`src/rtl/zigbee_cordic_pkg.sv`:
```
// ============================================================================
// Module  : zigbee_cordic_pkg
// Purpose : Shared constants and tag types for the CORDIC request arbiter.
// Revision: 1.0 - initial release
// ============================================================================
`default_nettype none

package zigbee_cordic_pkg;

    // Default configuration of the shared phase CORDIC and its two requesters.
    localparam int CORDIC_LAT = 3;
    localparam int IQ_SIZE    = 5;
    localparam int W_SIZE     = 6;
    localparam int NUM_REQ    = 2;

    // Requester index carried alongside each sample through the CORDIC.
    typedef logic [$clog2(NUM_REQ)-1:0] tag_t;

    // One stage of the tag shift pipeline.
    typedef struct packed {
        logic valid;
        tag_t tag;
    } tag_stage_t;

endpackage

`default_nettype wire

```
`src/rtl/zigbee_cordic_arbiter_rr.sv`:
```
// ============================================================================
// Module  : zigbee_rr_arbiter
// Purpose : Round-robin grant over NUM_REQ requesters. The search starts at
//           the pointer and wraps upward; the pointer moves to the requester
//           after the one that transferred.
// Revision: 1.0 - initial release
// ============================================================================
`default_nettype none

module zigbee_rr_arbiter #(
    parameter int NUM_REQ = zigbee_cordic_pkg::NUM_REQ,
    parameter int PTR_W   = (NUM_REQ > 1) ? $clog2(NUM_REQ) : 1
) (
    input  logic               clk,
    input  logic               reset,
    input  logic               arb_en,
    input  logic [NUM_REQ-1:0] req_valid,
    output logic [NUM_REQ-1:0] req_ready,
    output logic               gnt_fire_o,
    output logic [PTR_W-1:0]   gnt_idx_o
);
    import zigbee_cordic_pkg::*;

    logic [PTR_W-1:0] ptr_q;
    logic [PTR_W-1:0] ptr_d;
    logic             found_w;
    logic [PTR_W-1:0] idx_w;
    logic [PTR_W-1:0] cand_w;
    int               cand;

    // Find the first valid requester at or after the pointer, with wrap.
    always_comb begin
        found_w = 1'b0;
        idx_w   = '0;
        cand    = 0;
        cand_w  = '0;
        for (int i = 0; i < NUM_REQ; i++) begin
            cand   = (int'(ptr_q) + i) % NUM_REQ;
            cand_w = PTR_W'(cand);
            if (!found_w && req_valid[cand_w]) begin
                found_w = 1'b1;
                idx_w   = cand_w;
            end
        end
    end

    // One-hot ready, suppressed entirely while grants are disabled.
    always_comb begin
        req_ready = '0;
        if (found_w && arb_en) begin
            req_ready[idx_w] = 1'b1;
        end
    end

    assign gnt_fire_o = |(req_valid & req_ready);
    assign gnt_idx_o  = idx_w;

    // Next pointer: one past the requester that transferred, else unchanged.
    always_comb begin
        ptr_d = ptr_q;
        if (gnt_fire_o) begin
            ptr_d = (idx_w == PTR_W'(NUM_REQ - 1)) ? '0 : idx_w + PTR_W'(1);
        end
    end

    // Pointer register.
    always_ff @(posedge clk or posedge reset) begin
        if (reset) begin
            ptr_q <= '0;
        end else begin
            ptr_q <= ptr_d;
        end
    end

endmodule

`default_nettype wire

```
`src/rtl/zigbee_cordic_arbiter.sv`:
```
// ============================================================================
// Module  : zigbee_cordic_arbiter
// Purpose : Shares one fixed-latency phase CORDIC between NUM_REQ I/Q
//           requesters. Each issued sample's requester index travels down a
//           tag pipeline matched to the CORDIC latency so every returned
//           angle is routed back to its issuer.
// Options : ZIGBEE_CORDIC_ARB_ALIGN_CHECK_EN builds a sticky err_align flag
//           that fires when cor_ovalid disagrees with the last tag stage.
// Revision: 1.0 - initial release
// ============================================================================
`default_nettype none

module zigbee_cordic_arbiter #(
    parameter int NUM_REQ    = zigbee_cordic_pkg::NUM_REQ,
    parameter int IQ_SIZE    = zigbee_cordic_pkg::IQ_SIZE,
    parameter int W_SIZE     = zigbee_cordic_pkg::W_SIZE,
    parameter int CORDIC_LAT = zigbee_cordic_pkg::CORDIC_LAT
) (
    input  logic                       clk,
    input  logic                       reset,
    input  logic                       arb_en,
    input  logic [NUM_REQ-1:0]         req_valid,
    input  logic [NUM_REQ*IQ_SIZE-1:0] req_ibb,
    input  logic [NUM_REQ*IQ_SIZE-1:0] req_qbb,
    output logic [NUM_REQ-1:0]         req_ready,
    output logic [IQ_SIZE-1:0]         cor_ibb,
    output logic [IQ_SIZE-1:0]         cor_qbb,
    output logic                       cor_valid,
    input  logic [W_SIZE-1:0]          cor_wout,
    input  logic                       cor_ovalid,
    output logic [W_SIZE-1:0]          res_w,
    output logic [NUM_REQ-1:0]         res_valid,
    output logic                       err_align
);
    import zigbee_cordic_pkg::*;

    localparam int TAG_W = (NUM_REQ > 1) ? $clog2(NUM_REQ) : 1;
    // Stage 0 sits beside cor_valid; the last stage lines up with cor_ovalid.
    localparam int DEPTH = CORDIC_LAT + 1;

    logic               gnt_fire;
    logic [TAG_W-1:0]   gnt_idx;
    logic [IQ_SIZE-1:0] gnt_i_w;
    logic [IQ_SIZE-1:0] gnt_q_w;

    logic [IQ_SIZE-1:0] cor_ibb_q;
    logic [IQ_SIZE-1:0] cor_qbb_q;
    logic               cor_valid_q;

    logic [DEPTH-1:0]   stg_v_q;
    logic [TAG_W-1:0]   stg_t_q [DEPTH];
    logic               last_v_w;
    logic [TAG_W-1:0]   last_t_w;

    logic [W_SIZE-1:0]  res_w_q;
    logic [NUM_REQ-1:0] res_valid_q;

    zigbee_rr_arbiter #(
        .NUM_REQ (NUM_REQ),
        .PTR_W   (TAG_W)
    ) u_arb (
        .clk        (clk),
        .reset      (reset),
        .arb_en     (arb_en),
        .req_valid  (req_valid),
        .req_ready  (req_ready),
        .gnt_fire_o (gnt_fire),
        .gnt_idx_o  (gnt_idx)
    );

    assign gnt_i_w = req_ibb[int'(gnt_idx) * IQ_SIZE +: IQ_SIZE];
    assign gnt_q_w = req_qbb[int'(gnt_idx) * IQ_SIZE +: IQ_SIZE];

    // Issue registers: present the granted sample to the CORDIC for one cycle.
    always_ff @(posedge clk or posedge reset) begin
        if (reset) begin
            cor_ibb_q   <= '0;
            cor_qbb_q   <= '0;
            cor_valid_q <= 1'b0;
        end else begin
            cor_valid_q <= gnt_fire;
            if (gnt_fire) begin
                cor_ibb_q <= gnt_i_w;
                cor_qbb_q <= gnt_q_w;
            end
        end
    end

    // Tag pipeline: shifts every cycle since the CORDIC never stalls.
    always_ff @(posedge clk or posedge reset) begin
        if (reset) begin
            stg_v_q <= '0;
            for (int s = 0; s < DEPTH; s++) begin
                stg_t_q[s] <= '0;
            end
        end else begin
            stg_v_q    <= {stg_v_q[DEPTH-2:0], gnt_fire};
            stg_t_q[0] <= gnt_idx;
            for (int s = 1; s < DEPTH; s++) begin
                stg_t_q[s] <= stg_t_q[s-1];
            end
        end
    end

    assign last_v_w = stg_v_q[DEPTH-1];
    assign last_t_w = stg_t_q[DEPTH-1];

    // Result routing: a returned angle with no matching tag is dropped.
    always_ff @(posedge clk or posedge reset) begin
        if (reset) begin
            res_w_q     <= '0;
            res_valid_q <= '0;
        end else if (cor_ovalid && last_v_w) begin
            res_w_q     <= cor_wout;
            res_valid_q <= NUM_REQ'(1) << last_t_w;
        end else begin
            res_valid_q <= '0;
        end
    end

`ifdef ZIGBEE_CORDIC_ARB_ALIGN_CHECK_EN
    logic err_align_q;

    // Sticky flag: CORDIC output strobe and tag pipeline disagree.
    always_ff @(posedge clk or posedge reset) begin
        if (reset) begin
            err_align_q <= 1'b0;
        end else if (cor_ovalid != last_v_w) begin
            err_align_q <= 1'b1;
        end
    end

    assign err_align = err_align_q;
`else
    assign err_align = 1'b0;
`endif

    assign cor_ibb   = cor_ibb_q;
    assign cor_qbb   = cor_qbb_q;
    assign cor_valid = cor_valid_q;
    assign res_w     = res_w_q;
    assign res_valid = res_valid_q;

endmodule

`default_nettype wire

```
`config.mk`:
```
export PLATFORM = sky130hd
export DESIGN_NAME = zigbee_cordic_arbiter
export DESIGN_NICKNAME = d
export VERILOG_FILES = /design/src/rtl/zigbee_cordic_pkg.sv /design/src/rtl/zigbee_cordic_arbiter_rr.sv /design/src/rtl/zigbee_cordic_arbiter.sv
export SDC_FILE = /design/constraint.sdc
export NUM_CORES = 1
export LEC_CHECK = 0
export ABC_AREA = 1
export CAP_MARGIN = 25
export CORE_MARGIN = 4
export CORE_UTILIZATION = 40
export CTS_BUF_LIST = sky130_fd_sc_hd__clkbuf_16
export DETAILED_ROUTE_END_ITERATION = 16
export HOLD_SLACK_MARGIN = 0.12
export PLACE_DENSITY = 0.87
export REMOVE_ABC_BUFFERS = 1
export SLEW_MARGIN = 25
export SYNTH_ARGS = -nofsm -noshare
export SYNTH_HDL_FRONTEND = slang
export SYNTH_SLANG_ARGS = --single-unit
```
`constraint.sdc`:
```
create_clock -name clk -period 1.16 [get_ports clk]
set_input_delay 0.232 -clock clk [delete_from_list [all_inputs] [get_ports clk]]
set_output_delay 0.232 -clock clk [all_outputs]
set_load 0.02 [all_outputs]
```
==> flow_summary.json <==
{
  "clock_latency_ns": 0.25,
  "yosysUniqueCellTypes": 13,
  "yosys_warnings": 0,
  "wl_per_cell_um": 12.5,
  "num_vias": 991,
  "cp-start-kind": "flop",
  "outcome": "finished, violations left",
  "track_usage_pct": 15.6,
  "final-setup-viol-count": 2,
  "critical_path_class": "flop to primary output",
  "num_antenna_cells": 0,
  "fin_crit_sh_pct": 108,
  "core_area_um2": 2570,
  "area_growth_pct": 60.7,
  "failed_checks": "setup timing",
  "dr.pass1.iters": 5,
  "ant_nets": 0,
  "cap_viol_max_count": 0,
  "fmax_mhz": 800,
  "io_buffers": 52,
  "ioPinCount": 54,
  "cp-end-kind": "primary output",
  "hold_viol_final": 0,
  "cts-root-buf": "clkbuf_16",
  "ys_ff_latch": 27,
  "final_common_cell": "nand2_1",
  "grt_pass1_wl_mm": 4.40,
  "tritoncts": "done",
  "gp_congestion": 0.804,
  "powerDensity_nw_per_um2": 1570,
  "setup_slack_ns": -0.0905,
  "timing.hold.ws_ns": 0.307,
  "critPathMaxFanout": 2,
  "r2r-end": "cor_ibb[3]$_DFFE_PP0P_",
  "fin_crit_ns": 1.25,
  "cp-startpoint": "u_arb.ptr_q$_DFFE_PP0P_",
  "rr_startpoint": "u_arb.ptr_q$_DFFE_PP0P_",
  "cts_hold_buf": 0,
  "clock_path_buffers": 2,
  "reg2reg_depth": 7,
  "vias_per_cell": 4.74,
  "grt_max_degree": 28,
  "rsz0062_at_grt": "true",
  "arrival_ns": 1.02,
  "fin_nets": 212,
  "die_area_um2": 3720,
  "wl_mm": 2.61,
  "overflow": 0,
  "synth_area_um2": 1120,
  "syn_avg_cell_area_um2": 9.61,
  "fp.dieH_um": 61.0,
  "clock_skew_ns": 0.00296,
  "grt_pass1_vias": 1013,
  "synth_seq_area_share_pct": 60.1,
  "r2r_setup_slack_ns": 0.02,
  "fin_setup_tns_ns": -0.124,
  "cts_max_level": 1,
  "core.rowCount": 18,
  "required_ns": 0.93,
  "final.fill_count": 191,
  "clkTransAtPathRegs_ns": 0.06,
  "irDropWorstVdd_mv": 1.09,
  "finalMaxSlewViolations": 0,
  "leakage_nw": 0.925,
  "dp_hpwl_mm": 2.01,
  "numCtsBuffers": 3,
  "final_cell_mix": "nand2_1, clkdlybuf4s50_1, dfrtp_1, nand3_1, buf_4",
  "initial_utilization_pct": 43.8,
  "drtIter0Drc": 20,
  "fin_area_um2": 1810,
  "place_area_um2": 1720,
  "synthCells": 117,
  "drive_above_1_share_pct": 28.5,
  "hp-class": "input port to async pin",
  "cts_sinks": 27,
  "antenna_found_initial": 0,
  "die_w_um": 61.0,
  "drc_errors": 0
}
## Yosys cell counts
cell,n,area share (%)
buf_4,4,2.7
mux2_2,6,6.0
dfrtp_1,27,60
buf_6,1,1.0
nand3_2,2,1.8
nand2_1,44,15
nand2_2,1,0.56
conb_1,1,0.33
inv_1,6,2.0
nand3_1,20,8.9
o21ai_0,1,0.44
buf_2,2,0.89
nor2_1,2,0.67
## kinds of logic after synthesis
group                  Yosys count  share of synthesized area, %
AO/OA/AOI/OAI                    1                         0.445
other                            1                         0.333
multiplexers                     6                          6.01
AND/OR/NAND/NOR                 69                          26.6
buffers and inverters           13                          6.56
flip-flops                      27                          60.1
## metrics by stage
step	worst slack [ns]	instances	total power [mW]	utilization, %
6_report	-0.0905	209	2.83	70.4
5_1_grt	-0.150	209	3.00	70.4
4_1_cts	-0.0783	207	2.88	71.3
3_5_place_dp	-0.607	202	2.16	67.0
3_3_place_gp	-0.574	202	2.13	67.0
2_1_floorplan	-0.0149	110	1.62	-
## power breakdown
group	switching (mW)	total [mW]	internal [mW]	leakage (nW)
Sequential	0.0845	1.20	1.11	0.333
Combinational	0.454	0.885	0.430	0.551
Clock	0.290	0.754	0.464	0.0409
Total	0.829	2.83	2.00	0.925
## critical path: stages (launching register included)
cell	delay [ns]
dfrtp_1	0.39
inv_2	0.08
nand2_2	0.05
nand3_2	0.08
inv_2	0.05
buf_6	0.12
## state kept, by name (all words and copies together), names as in the netlist
name	count
cor_ibb	5
cor_qbb	5
last_t_w	1
res_valid	2
res_w	6
stg_t_q	3
stg_v_q	4
u_arb.ptr_q	1
## final cells by class
type	instances	area (µm²)	share of cell area [%]
well taps	30	37.5	2.08
clock buffers	3	75.1	4.15
multi-input cells	77	390	21.6
inverters	6	22.5	1.25
flip-flops and latches	27	676	37.4
clock inverters	1	5.00	0.277
repair buffers	65	602	33.3
## repair_timing
item / in CTS / in global routing
endpoints found under the setup margin: 33 / 21
setup buffers: 1 / 2
pin swaps: 0 / 0
cloned: 0 / 0
gates resized for setup: 71 / 9
## how the worst max path moves through the flow
stage	to	slack [ns]	cells after the start
after floorplan	cor_ibb[0]$_DFFE_PP0P_	-0.01	6
after global placement	req_ready[0]	-0.57	5
after detailed placement	req_ready[1]	-0.61	5
after CTS	req_ready[1]	-0.08	5
after global routing	req_ready[1]	-0.15	5
final	req_ready[1]	-0.09	5
## per-layer routing
metal	track usage (%)	wire, µm
met3	3.77	261
met2	27.9	1270
met5	0	0
met4	5.26	12
met1	18.2	1070
Power figures use the tool's default switching activity.
